## config.mk

```make
export PLATFORM = sky130hd
export DESIGN_NAME = avr_irq_ctrl_flat
export DESIGN_NICKNAME = d
export VERILOG_FILES = /design/src/rtl/avr_irq_ctrl_pkg.sv /design/src/rtl/avr_irq_ctrl_if.sv /design/src/rtl/avr_irq_ctrl_sync.sv /design/src/rtl/avr_irq_ctrl.sv /design/src/flat_wrapper.sv
export SDC_FILE = /design/constraint.sdc
export NUM_CORES = 1
export LEC_CHECK = 0
export BUFFER_PORTS_ARGS = -buffer_cell sky130_fd_sc_hd__buf_2
export CORE_MARGIN = 5
export CORE_UTILIZATION = 56
export CTS_CLUSTER_SIZE = 10
export DETAILED_ROUTE_END_ITERATION = 12
export HOLD_SLACK_MARGIN = 0.03
export PLACE_DENSITY = 0.79
export SLEW_MARGIN = 40
export SYNTH_ARGS = -nofsm -noshare
export SYNTH_HDL_FRONTEND = slang
export SYNTH_SLANG_ARGS = --single-unit
```

## constraint.sdc

```tcl
create_clock -name clk -period 2.07 [get_ports clk]
set_input_delay 0.207 -clock clk [delete_from_list [all_inputs] [get_ports clk]]
set_output_delay 0.207 -clock clk [all_outputs]
set_load 0.01 [all_outputs]
```

## src/rtl/avr_irq_ctrl_pkg.sv

```systemverilog
// Shared definitions for the AVR interrupt controller: register map,
// CTRL bit positions and a constant-evaluable ceil(log2) helper.
package avr_irq_pkg;

  typedef enum logic [2:0] {
    IRQ_PEND   = 3'd0,
    IRQ_ENABLE = 3'd1,
    IRQ_MODE   = 3'd2,
    IRQ_POL    = 3'd3,
    IRQ_CTRL   = 3'd4,
    IRQ_RAW    = 3'd5,
    IRQ_RSV6   = 3'd6,
    IRQ_RSV7   = 3'd7
  } irq_reg_e;

  localparam int CTRL_GIE = 0;
  localparam int CTRL_RR  = 1;

  function automatic int clog2(input int value);
    int r;
    r = 0;
    for (int i = 0; i < 31; i++) begin
      r = ((32'sd1 <<< i) < value) ? (i + 1) : r;
    end
    return r;
  endfunction

endpackage

```

## src/rtl/avr_irq_ctrl_if.sv

```systemverilog
// MMIO register bus plus the iflag/ivect/iack handshake towards the AVR core.
interface avr_irq_ctrl_if #(
  parameter int VECT_W = 2
);
  logic              reg_re;
  logic              reg_we;
  logic [2:0]        reg_a;
  logic [7:0]        reg_di;
  logic [7:0]        reg_do;
  logic              iflag;
  logic [VECT_W-1:0] ivect;
  logic              iack;
  logic [VECT_W-1:0] iack_vect;

  modport master (
    output reg_re, reg_we, reg_a, reg_di, iack, iack_vect,
    input  reg_do, iflag, ivect
  );

  modport slave (
    input  reg_re, reg_we, reg_a, reg_di, iack, iack_vect,
    output reg_do, iflag, ivect
  );
endinterface

```

## src/rtl/avr_irq_ctrl_sync.sv

```systemverilog
// Single-channel 3-flop synchroniser; polarity is corrected ahead of the first
// flop so every stage resets to the inactive level and reset release is edge-free.
module irq_sync_edge (
  input  logic clk,
  input  logic rst_n,
  input  logic irq_raw,
  input  logic pol,
  output logic lvl,
  output logic rise
);

  logic s1_d, s2_d, s3_d;
  logic s1_q, s2_q, s3_q;

  // next-state of the synchroniser chain
  always_comb begin
    s1_d = irq_raw ^ ~pol;
    s2_d = s1_q;
    s3_d = s2_q;
  end

  // synchroniser flops
  always_ff @(posedge clk or negedge rst_n) begin
    if (!rst_n) begin
      s1_q <= 1'b0;
      s2_q <= 1'b0;
      s3_q <= 1'b0;
    end else begin
      s1_q <= s1_d;
      s2_q <= s2_d;
      s3_q <= s3_d;
    end
  end

  assign lvl  = s2_q;
  assign rise = s2_q & ~s3_q;

endmodule

```

## src/rtl/avr_irq_ctrl.sv

```systemverilog
// AVR interrupt controller top: per-channel synchronisers, pending latches,
// MMIO register file and fixed/round-robin arbiter with registered outputs.
module avr_irq_ctrl
  import avr_irq_pkg::*;
#(
  parameter int NUM_IRQ = 4,
  parameter int VECT_W  = 2
) (
  input logic               clk,
  input logic               rst_n,
  input logic [NUM_IRQ-1:0] irq_in,
  avr_irq_ctrl_if.slave     bus
);

  logic [NUM_IRQ-1:0] en_d, en_q, mode_d, mode_q, pol_d, pol_q;
  logic [NUM_IRQ-1:0] pend_d, pend_q;
  logic               gie_d, gie_q, rr_d, rr_q;
  logic [VECT_W-1:0]  rr_ptr_d, rr_ptr_q;
  logic               iflag_d, iflag_q;
  logic [VECT_W-1:0]  ivect_d, ivect_q;
  logic [7:0]         reg_do_d, reg_do_q;

  logic [NUM_IRQ-1:0] lvl_s, rise_s, w1c_s, ack_s, cand_s;
  logic [7:0]         rd_s;
  logic               ack_ok_s, hit_s, take_s;
  logic [VECT_W-1:0]  idx_s, win_s;
  logic               unused_di_s;

  assign unused_di_s = ^bus.reg_di;

  for (genvar i = 0; i < NUM_IRQ; i++) begin : g_sync
    irq_sync_edge u_sync (
      .clk     (clk),
      .rst_n   (rst_n),
      .irq_raw (irq_in[i]),
      .pol     (pol_q[i]),
      .lvl     (lvl_s[i]),
      .rise    (rise_s[i])
    );
  end

  // register writes; PEND writes only produce a clear mask
  always_comb begin
    en_d   = en_q;
    mode_d = mode_q;
    pol_d  = pol_q;
    gie_d  = gie_q;
    rr_d   = rr_q;
    w1c_s  = '0;
    if (bus.reg_we) begin
      case (irq_reg_e'(bus.reg_a))
        IRQ_PEND:   w1c_s  = bus.reg_di[NUM_IRQ-1:0];
        IRQ_ENABLE: en_d   = bus.reg_di[NUM_IRQ-1:0];
        IRQ_MODE:   mode_d = bus.reg_di[NUM_IRQ-1:0];
        IRQ_POL:    pol_d  = bus.reg_di[NUM_IRQ-1:0];
        IRQ_CTRL: begin
          gie_d = bus.reg_di[CTRL_GIE];
          rr_d  = bus.reg_di[CTRL_RR];
        end
        default:    w1c_s  = '0;
      endcase
    end else begin
      w1c_s = '0;
    end
  end

  // read mux sampled from pre-write state
  always_comb begin
    rd_s = 8'h00;
    case (irq_reg_e'(bus.reg_a))
      IRQ_PEND:   rd_s[NUM_IRQ-1:0] = pend_q;
      IRQ_ENABLE: rd_s[NUM_IRQ-1:0] = en_q;
      IRQ_MODE:   rd_s[NUM_IRQ-1:0] = mode_q;
      IRQ_POL:    rd_s[NUM_IRQ-1:0] = pol_q;
      IRQ_CTRL: begin
        rd_s[CTRL_GIE] = gie_q;
        rd_s[CTRL_RR]  = rr_q;
      end
      IRQ_RAW:    rd_s[NUM_IRQ-1:0] = lvl_s;
      default:    rd_s = 8'h00;
    endcase
    reg_do_d = bus.reg_re ? rd_s : reg_do_q;
  end

  // pending update and arbitration; an edge set outranks any clear
  always_comb begin
    ack_ok_s = bus.iack && (int'(bus.iack_vect) < NUM_IRQ);
    ack_s    = '0;
    if (ack_ok_s) begin
      ack_s[bus.iack_vect] = 1'b1;
    end else begin
      ack_s = '0;
    end
    pend_d = (mode_q & ((pend_q & ~(w1c_s | ack_s)) | rise_s)) | (~mode_q & lvl_s);
    cand_s = pend_q & en_q & {NUM_IRQ{gie_q}};

    hit_s  = 1'b0;
    take_s = 1'b0;
    idx_s  = '0;
    win_s  = '0;
    for (int k = 0; k < NUM_IRQ; k++) begin
      idx_s  = rr_q ? VECT_W'((int'(rr_ptr_q) + k) % NUM_IRQ) : VECT_W'(k);
      take_s = !hit_s && cand_s[idx_s];
      win_s  = take_s ? idx_s : win_s;
      hit_s  = hit_s | take_s;
    end

    rr_ptr_d = ack_ok_s ? VECT_W'((int'(bus.iack_vect) + 1) % NUM_IRQ) : rr_ptr_q;
    iflag_d  = |cand_s;
    ivect_d  = win_s;
  end

  // state and output registers
  always_ff @(posedge clk or negedge rst_n) begin
    if (!rst_n) begin
      en_q     <= '0;
      mode_q   <= '0;
      pol_q    <= '1;
      gie_q    <= 1'b0;
      rr_q     <= 1'b0;
      pend_q   <= '0;
      rr_ptr_q <= '0;
      iflag_q  <= 1'b0;
      ivect_q  <= '0;
      reg_do_q <= 8'h00;
    end else begin
      en_q     <= en_d;
      mode_q   <= mode_d;
      pol_q    <= pol_d;
      gie_q    <= gie_d;
      rr_q     <= rr_d;
      pend_q   <= pend_d;
      rr_ptr_q <= rr_ptr_d;
      iflag_q  <= iflag_d;
      ivect_q  <= ivect_d;
      reg_do_q <= reg_do_d;
    end
  end

  assign bus.iflag  = iflag_q;
  assign bus.ivect  = ivect_q;
  assign bus.reg_do = reg_do_q;

endmodule

```

## src/flat_wrapper.sv

```systemverilog
// flat-port wrapper written by rule: the top's interface ports become plain ports
module avr_irq_ctrl_flat import avr_irq_pkg::*;
#(
  parameter int NUM_IRQ = 4,
  parameter int VECT_W  = 2
)
  (clk, rst_n, irq_in, bus_reg_re, bus_reg_we, bus_reg_a, bus_reg_di, bus_iack, bus_iack_vect, bus_reg_do, bus_iflag, bus_ivect);
  avr_irq_ctrl_if #(.VECT_W(VECT_W)) bus_i ();
  input logic clk;
  input logic rst_n;
  input logic [NUM_IRQ-1:0] irq_in;
  input wire logic [$bits(bus_i.reg_re)-1:0] bus_reg_re;
  input wire logic [$bits(bus_i.reg_we)-1:0] bus_reg_we;
  input wire logic [$bits(bus_i.reg_a)-1:0] bus_reg_a;
  input wire logic [$bits(bus_i.reg_di)-1:0] bus_reg_di;
  input wire logic [$bits(bus_i.iack)-1:0] bus_iack;
  input wire logic [$bits(bus_i.iack_vect)-1:0] bus_iack_vect;
  output wire logic [$bits(bus_i.reg_do)-1:0] bus_reg_do;
  output wire logic [$bits(bus_i.iflag)-1:0] bus_iflag;
  output wire logic [$bits(bus_i.ivect)-1:0] bus_ivect;
  assign bus_i.reg_re = bus_reg_re;
  assign bus_i.reg_we = bus_reg_we;
  assign bus_i.reg_a = bus_reg_a;
  assign bus_i.reg_di = bus_reg_di;
  assign bus_i.iack = bus_iack;
  assign bus_i.iack_vect = bus_iack_vect;
  assign bus_reg_do = bus_i.reg_do;
  assign bus_iflag = bus_i.iflag;
  assign bus_ivect = bus_i.ivect;
  avr_irq_ctrl #(.NUM_IRQ(NUM_IRQ), .VECT_W(VECT_W)) u_core (.clk(clk), .rst_n(rst_n), .irq_in(irq_in), .bus(bus_i));
endmodule
```

Word-level counts from Yosys, hierarchy flattened
Cells that the tools add are included.

word-level totals
  flip-flop bits (word level) = 39
  bits of input ports = 22
  output and inout bits = 11
  logic and storage cells = 101

operators by class
  add/sub/neg operators = 4
  magnitude comparators = 6
  eq/ne operators = 5
  muxes and demuxes = 23
  bitwise logic cells = 28
  reduce and logical (&&, ||, !) cells = 13

operator list
  operator                                                               count
  4-bit bitwise AND                                                      5
  2-bit two-way mux                                                      8
  2-bit by 3-bit < comparator with 1-bit output, second input constant   5
  4-bit two-way mux                                                      3
  4-bit bitwise OR                                                       3
  2-bit one-hot mux with 6 select lines                                  1
  2-bit one-hot mux with 5 select lines                                  1
  1-bit binary-select mux with 2-bit select                              4
  1-bit inverter                                                         8
  4-bit inverter                                                         2
  2-bit AND reduction                                                    4
  3-bit by 2-bit equality test with 1-bit output, second input constant  2
  3-bit equality test, second input constant                             2
  1-bit two-way mux                                                      5
  2-bit by 1-bit adder with 2-bit output, second input constant          2
  2-bit adder, second input constant                                     2
  1-bit bitwise AND                                                      4
  1-bit logical AND                                                      4
  4-bit OR reduction                                                     1
  1-bit XOR                                                              4
  3-bit by 1-bit equality test with 1-bit output, second input constant  1
  1-bit zero test                                                        3
  3-bit zero test                                                        1
  1-bit demux with 2-bit select                                          1
  other kinds (2)                                                        3

Depth between registers and ports, before layout
  depth in word-level cells = 13
  depth in mapped cells = 7
  depth with buffers taken out = 5

By module
A second synthesis with hierarchy kept.

unflattened totals
  cells, all modules = 179
  area, all modules = 1965.6 sq um

by module, submodules not included
  module         instances  cells an instance  area each (sq um)  sequential area each (sq um)
  avr_irq_ctrl   1          159                1605.3             680.7
  irq_sync_edge  4          5                  90.1               75.1

Least setup slack after synthesis
No wires, ideal clock.

  kind = register to register
  start = register u_core.gie_q
  end = register u_core.ivect_q[1], in the netlist u_core.bus.ivect[1]
  setup time = 0.086 ns
  arrival time = 1.407 ns
  required time = 1.984 ns
  path slack = 0.577 ns
  cell stages (with the launch flop) = 8
  path buffers = 2
  period minus slack after synthesis = 1.493 ns
  path through = dfrtp_1 > buf_6 > and3_4 > buf_6 > or3_1 > a21oi_1 > o21ai_1 > a32oi_1

on the way
  word-level cells in the longest chain between the ends = 12
  elaborated cells between the ends (all ways) = 21
  those cells by class = 12 x mux; 3 x bitwise; 6 x reduce/logical

ends and longest elaborated chain
  element                                    line                 source
  start: declaration                         avr_irq_ctrl.sv:17   logic gie_d, gie_q, rr_d, rr_q;
  start signal: assignment                   avr_irq_ctrl.sv:130  gie_q <= gie_d;
  4-bit bitwise AND *                        avr_irq_ctrl.sv:95   cand_s = pend_q & en_q & {NUM_IRQ{gie_q}};
  1-bit binary-select mux with 2-bit select  avr_irq_ctrl.sv:103  take_s = !hit_s && cand_s[idx_s];
  1-bit two-way mux (not written as such)    avr_irq_ctrl.sv:103
  1-bit zero test                            avr_irq_ctrl.sv:103
  1-bit logical AND                          avr_irq_ctrl.sv:103
  1-bit bitwise OR                           avr_irq_ctrl.sv:105  hit_s = hit_s | take_s;
  1-bit zero test                            avr_irq_ctrl.sv:103
  1-bit logical AND                          avr_irq_ctrl.sv:103
  1-bit bitwise OR                           avr_irq_ctrl.sv:105
  1-bit zero test                            avr_irq_ctrl.sv:103
  1-bit logical AND                          avr_irq_ctrl.sv:103
  2-bit two-way mux *                        avr_irq_ctrl.sv:104  win_s = take_s ? idx_s : win_s;
  via u_core.ivect_d[1]                      avr_irq_ctrl.sv:20   logic [VECT_W-1:0] ivect_d, ivect_q;
  end signal: assignment                     avr_irq_ctrl.sv:135  ivect_q <= ivect_d;
  end: declaration                           avr_irq_ctrl.sv:20

The timed path passes the listed nets; every way through them passes the cells marked *. The select of a mux whose other input is x is not followed.
A chain may end at the register's enable or synchronous reset.

Worst setup path after layout
  start = register u_core.rr_ptr_q[1]
  end = register u_core.ivect_q[1], in the netlist u_core.bus.ivect[1]

on the way
  word-level cells in the longest chain between the ends = 12
  elaborated cells between the ends (all ways) = 27
  those cells by class = 3 x add/sub; 16 x mux; 2 x bitwise; 6 x reduce/logical

ends and longest elaborated chain
  element                                                                         line                                      source
  start: declaration                                                              avr_irq_ctrl.sv:18                        logic [VECT_W-1:0] rr_ptr_d, rr_ptr_q;
  start signal: assignment                                                        avr_irq_ctrl.sv:133                       rr_ptr_q <= rr_ptr_d;
  2-bit by 1-bit adder with 2-bit output or 2-bit two-way mux (tied branches)     avr_irq_ctrl.sv:102                       idx_s = rr_q ? VECT_W'((int'(rr_ptr_q) + k) % NUM_IRQ) : VECT_W'(k);
  2-bit two-way mux or 1-bit binary-select mux with 2-bit select (tied branches)  avr_irq_ctrl.sv:102, avr_irq_ctrl.sv:103
  1-bit binary-select mux with 2-bit select or 1-bit two-way mux (tied branches)  avr_irq_ctrl.sv:103
  1-bit two-way mux (not written as such) or 1-bit zero test (tied branches)      avr_irq_ctrl.sv:103
  1-bit logical AND                                                               avr_irq_ctrl.sv:103
  1-bit bitwise OR                                                                avr_irq_ctrl.sv:105
  1-bit zero test                                                                 avr_irq_ctrl.sv:103
  1-bit logical AND                                                               avr_irq_ctrl.sv:103
  1-bit bitwise OR                                                                avr_irq_ctrl.sv:105
  1-bit zero test                                                                 avr_irq_ctrl.sv:103
  1-bit logical AND                                                               avr_irq_ctrl.sv:103
  2-bit two-way mux *                                                             avr_irq_ctrl.sv:104
  via u_core.ivect_d[1]                                                           avr_irq_ctrl.sv:20

Marked as above.

==> impl_summary.txt <==
----------------------------------------------------
[Status]
  Result of the run ... completed

[Place]
  Sum of net half-perimeters after detailed placement ... 2950 um
  Weighted congestion at the end of routability-driven global placement ... 0.830
  Dpl cells ... 258
  Worst setup timing slack at the placement stage ... 0.468 ns
  DP Area ... 2130 um^2
  Port-buffer cells ... 24

[Timing]
  Max-slew headroom ... 61.0%
  Highest clock rate ... 601 MHz
  Setup tns final ... 0 ns
  RSZ-0062 raised after global routing ... false
  Least setup slack across all paths after layout ... 0.406 ns
  Final clock skew ... 0.0108 ns
  Least-Margin Pin Slew ... 0.580 ns
  Final-report max-slew violation count ... 0
  Final setup violation count ... 0
  Hold violation total from the final report ... 0
  Min Clock Period, post-route ... 1.66 ns
  Post-route clock period utilization ... 80.4%

[Global routing]
  Pin count of the biggest net entering global routing ... 40
  Vias in the first global route ... 1,572
  Initial antenna violation count ... 0
  Overall overflow remaining after global route ... 0
  Global Route Usage Sum ... 18.1%
  Wire length of the first global-routing pass ... 7200 um

[Clock tree]
  Clock tree from TritonCTS ... done
  Total CTS buffers ... 5
  Sinks on the clock net ... 39
  H-tree lvl count ... 2
  Number of buffers on the longest clock path ... 2
  Count of cells resized by post-cts repair ... 0
  Clock slew seen by the registers of the worst setup and hold paths ... 0.12 ns
  Clock insertion delay at the later pin of the skew report ... 0.35 ns
  Clock root cell ... sky130_fd_sc_hd__clkbuf_4

[Pwr]
  Sw Share ... 31.5%
  Clk network pwr share ... 24.1%
  Sw Pwr ... 695 uW
  Lkg Pwr ... 0.000999 uW
  Total power draw ... 2210 uW
  Logic gate share of total power ... 24.4%
  Power per Cell Area ... 978 nW/um^2
  Maximum vdd ir drop ... 652 uV
  Internal Pwr Total ... 1510 uW
  Fraction of power consumed by sequential logic ... 51.5%

[Critical path]
  Crit path arrival time ... 1.94 ns
  Required time reported for the critical path endpoint ... 2.34 ns
  Timing startpoint of the critical path ... u_core.rr_ptr_q[1]
  Category of the critical setup timing path ... flip-flop to flip-flop
  Element type at the critical path end ... flip-flop
  CP Max Fanout ... 11
  Category of the worst setup path launch point ... flip-flop
  Launch instance of the worst register-to-register path ... u_core.rr_ptr_q[1]

[Final layout]
  Fill cells ... 306
  Share of final-layout standard cells stronger than drive strength 1 ... 24.8%
  Final non-filler cell total ... 270
  Number of nets in the final layout ... 247
  Signed area change from the synthesized netlist to the final layout ... 10.8%
  Final design area excluding fillers ... 2250 um^2
  Diodes inserted ... 0

[Logic synthesis]
  Synthesized area divided by synthesized cell count ... 10.3 um^2
  Cell count after synthesis ... 197
  Most used standard cell by instance count after synthesis ... sky130_fd_sc_hd__dfrtp_1
  Number of synthesis warnings ... 0
  Share of the yosys chip area belonging to registers ... 48.2%
  Yosys cell types ... 47
  Post-synthesis instance area ... 2040 um^2
  Synthesis-stage register bit count ... 39
  Post-synth top flop ... sky130_fd_sc_hd__dfrtp_1
  Top cells by count, synth ... sky130_fd_sc_hd__dfrtp_1, sky130_fd_sc_hd__nand2_1, sky130_fd_sc_hd__mux2_2, sky130_fd_sc_hd__a21oi_1
  Top cell type's share of synthesized area ... 43.0%
  Library cell occupying the most area in the post-synthesis netlist ... sky130_fd_sc_hd__dfrtp_1
  Share of async-settable or async-resettable flops after synthesis ... 100%
  Number of synthesized flops with an enable pin ... 0
  Top post-synthesis cells by area ... sky130_fd_sc_hd__dfrtp_1, sky130_fd_sc_hd__mux2_2, sky130_fd_sc_hd__dfstp_2

[Floorplanning]
  Floorplan Core Area ... 3580 um^2
  Boundary pin count ... 33
  Number of cell rows ... 22
  Total Die Area ... 4940 um^2
  Width of the chip ... 70.3 um
  Vertical die dimension ... 70.3 um
  Starting density of the core ... 56.9%

[Routing]
  Via density ... 5.84
  Final antenna-violating net count ... 0
  Number of iterations in the first detailed-routing pass ... 4
  DRC violation total after the first TritonRoute iteration ... 51
  Met2 wire length ... 1970 um
  Count of vias placed by the detailed router ... 1,576
  DRC violation count after routing ... 0
  Wire length on met3 ... 227 um
  Drt wl/cell ... 15.3 um
  Top layer in use ... met4
  Wl on met1 ... 1850 um
  Drt total wl ... 4130 um

[Run]
  Number of violations of the max-capacitance limit ... 0

[Worst hold path]
  Launch point of the worst hold path ... irq_in[0]
  Path class of the lowest-slack min-delay path ... input port to flip-flop

----------------------------------------------------
[cells by family (layout without fill, tap and decap cells)]
family / after synthesis / after routing / share of synthesized area (%)
muxes: 19 / 19 / 10.8
and+or+nand+nor: 62 / 62 / 14.9
buffers and inverters: 22 / 44 / 6.64
xor gates and xnor gates: 5 / 5 / 2.15
AOI/OAI and AO/OA: 45 / 45 / 14.6
DFF: 39 / 39 / 48.2
other: 1 / 4 / 0.184
adders and majority gates: 4 / 4 / 2.46
[critical path: stages, from the launching register on]
cell                       delay (ns)
sky130_fd_sc_hd__dfrtp_1         0.57
sky130_fd_sc_hd__nand2_1         0.22
sky130_fd_sc_hd__a2111o_1        0.38
sky130_fd_sc_hd__a21oi_1         0.14
sky130_fd_sc_hd__o21ai_1         0.09
sky130_fd_sc_hd__a32oi_1         0.19
[cell type report]
cell class	count	area (um^2)	area share [%]
well taps	48	60.1	2.66
inverters	7	26.3	1.17
clock buffers	6	51.3	2.28
flip-flops and latches	39	981	43.5
clock inverters	2	35.0	1.55
repair buffers	29	170	7.55
multi-input cells	139	931	41.3
[metal layers]
metal | vias to the layer above | GRT usage (%)
met4 | 0 | 7.66
li1 | 752 | -
met1 | 773 | 23.8
met5 | - | 0
met2 | 43 | 28.6
met3 | 8 | 4.32
[registers in the layout, indices dropped and copies added, names as in the netlist, 4 cells and up]
name	cells
u_core.mode_q	4
u_core.en_q	4
u_core.pend_q	4
u_core.bus.reg_do	4
u_core.pol_q	4
u_core.g_sync.u_sync.s1_q	4
u_core.g_sync.u_sync.s3_q	4
u_core.g_sync.u_sync.lvl	4
[power by group through the flow]
stage / clock network [uW] / registers, uW / logic, uW
after CTS: 543 / 1130 / 539
after global routing: 579 / 1160 / 605
final: 532 / 1140 / 539
after floorplan: 0 / 1100 / 418
after detailed placement: 0 / 1150 / 530
after global placement: 0 / 1140 / 516
[final timing paths]
check	end	slack (ns)	cells after the start
setup reg to reg	u_core.bus.ivect[1]	0.41	5
hold / removal	u_core.g_sync[0].u_sync.s1_q	0.05	2
max in group asynchronous	u_core.pol_q[2]	1.36	2
hold reg to reg	u_core.g_sync[0].u_sync.lvl	0.37	0
min in group asynchronous	u_core.g_sync[3].u_sync.s1_q	0.36	2
setup / recovery	u_core.bus.ivect[1]	0.41	5
[timing repair]
action	CTS	global route
setup endpoints to repair	0	0
hold buffers	4	0
endpoints found under the hold margin	38	0
buffers inserted	0	0
[per-stage QoR]
step                util, %  hold slack (ns)
global route           63.0           0.0425
finish                 63.0           0.0512
CTS                    62.9           0.0356
global placement       59.4            0.332
floorplan                 -          -0.0886
detailed placement     59.4            0.335
[cell usage in the layout, fill, tap and decap left out, types with 5 or more instances in the layout]
master                      n
sky130_fd_sc_hd__dfrtp_1   35
sky130_fd_sc_hd__nand2_1   24
sky130_fd_sc_hd__buf_2     23
sky130_fd_sc_hd__mux2_2    14
sky130_fd_sc_hd__a21oi_1   12
sky130_fd_sc_hd__nor2_1     8
sky130_fd_sc_hd__o21ai_0    8
sky130_fd_sc_hd__nor3_1     7
sky130_fd_sc_hd__inv_1      7
sky130_fd_sc_hd__nand3_1    7
sky130_fd_sc_hd__a221oi_1   5
sky130_fd_sc_hd__nand4_1    5
sky130_fd_sc_hd__clkbuf_4   5
(Power assumes the default switching activity.)
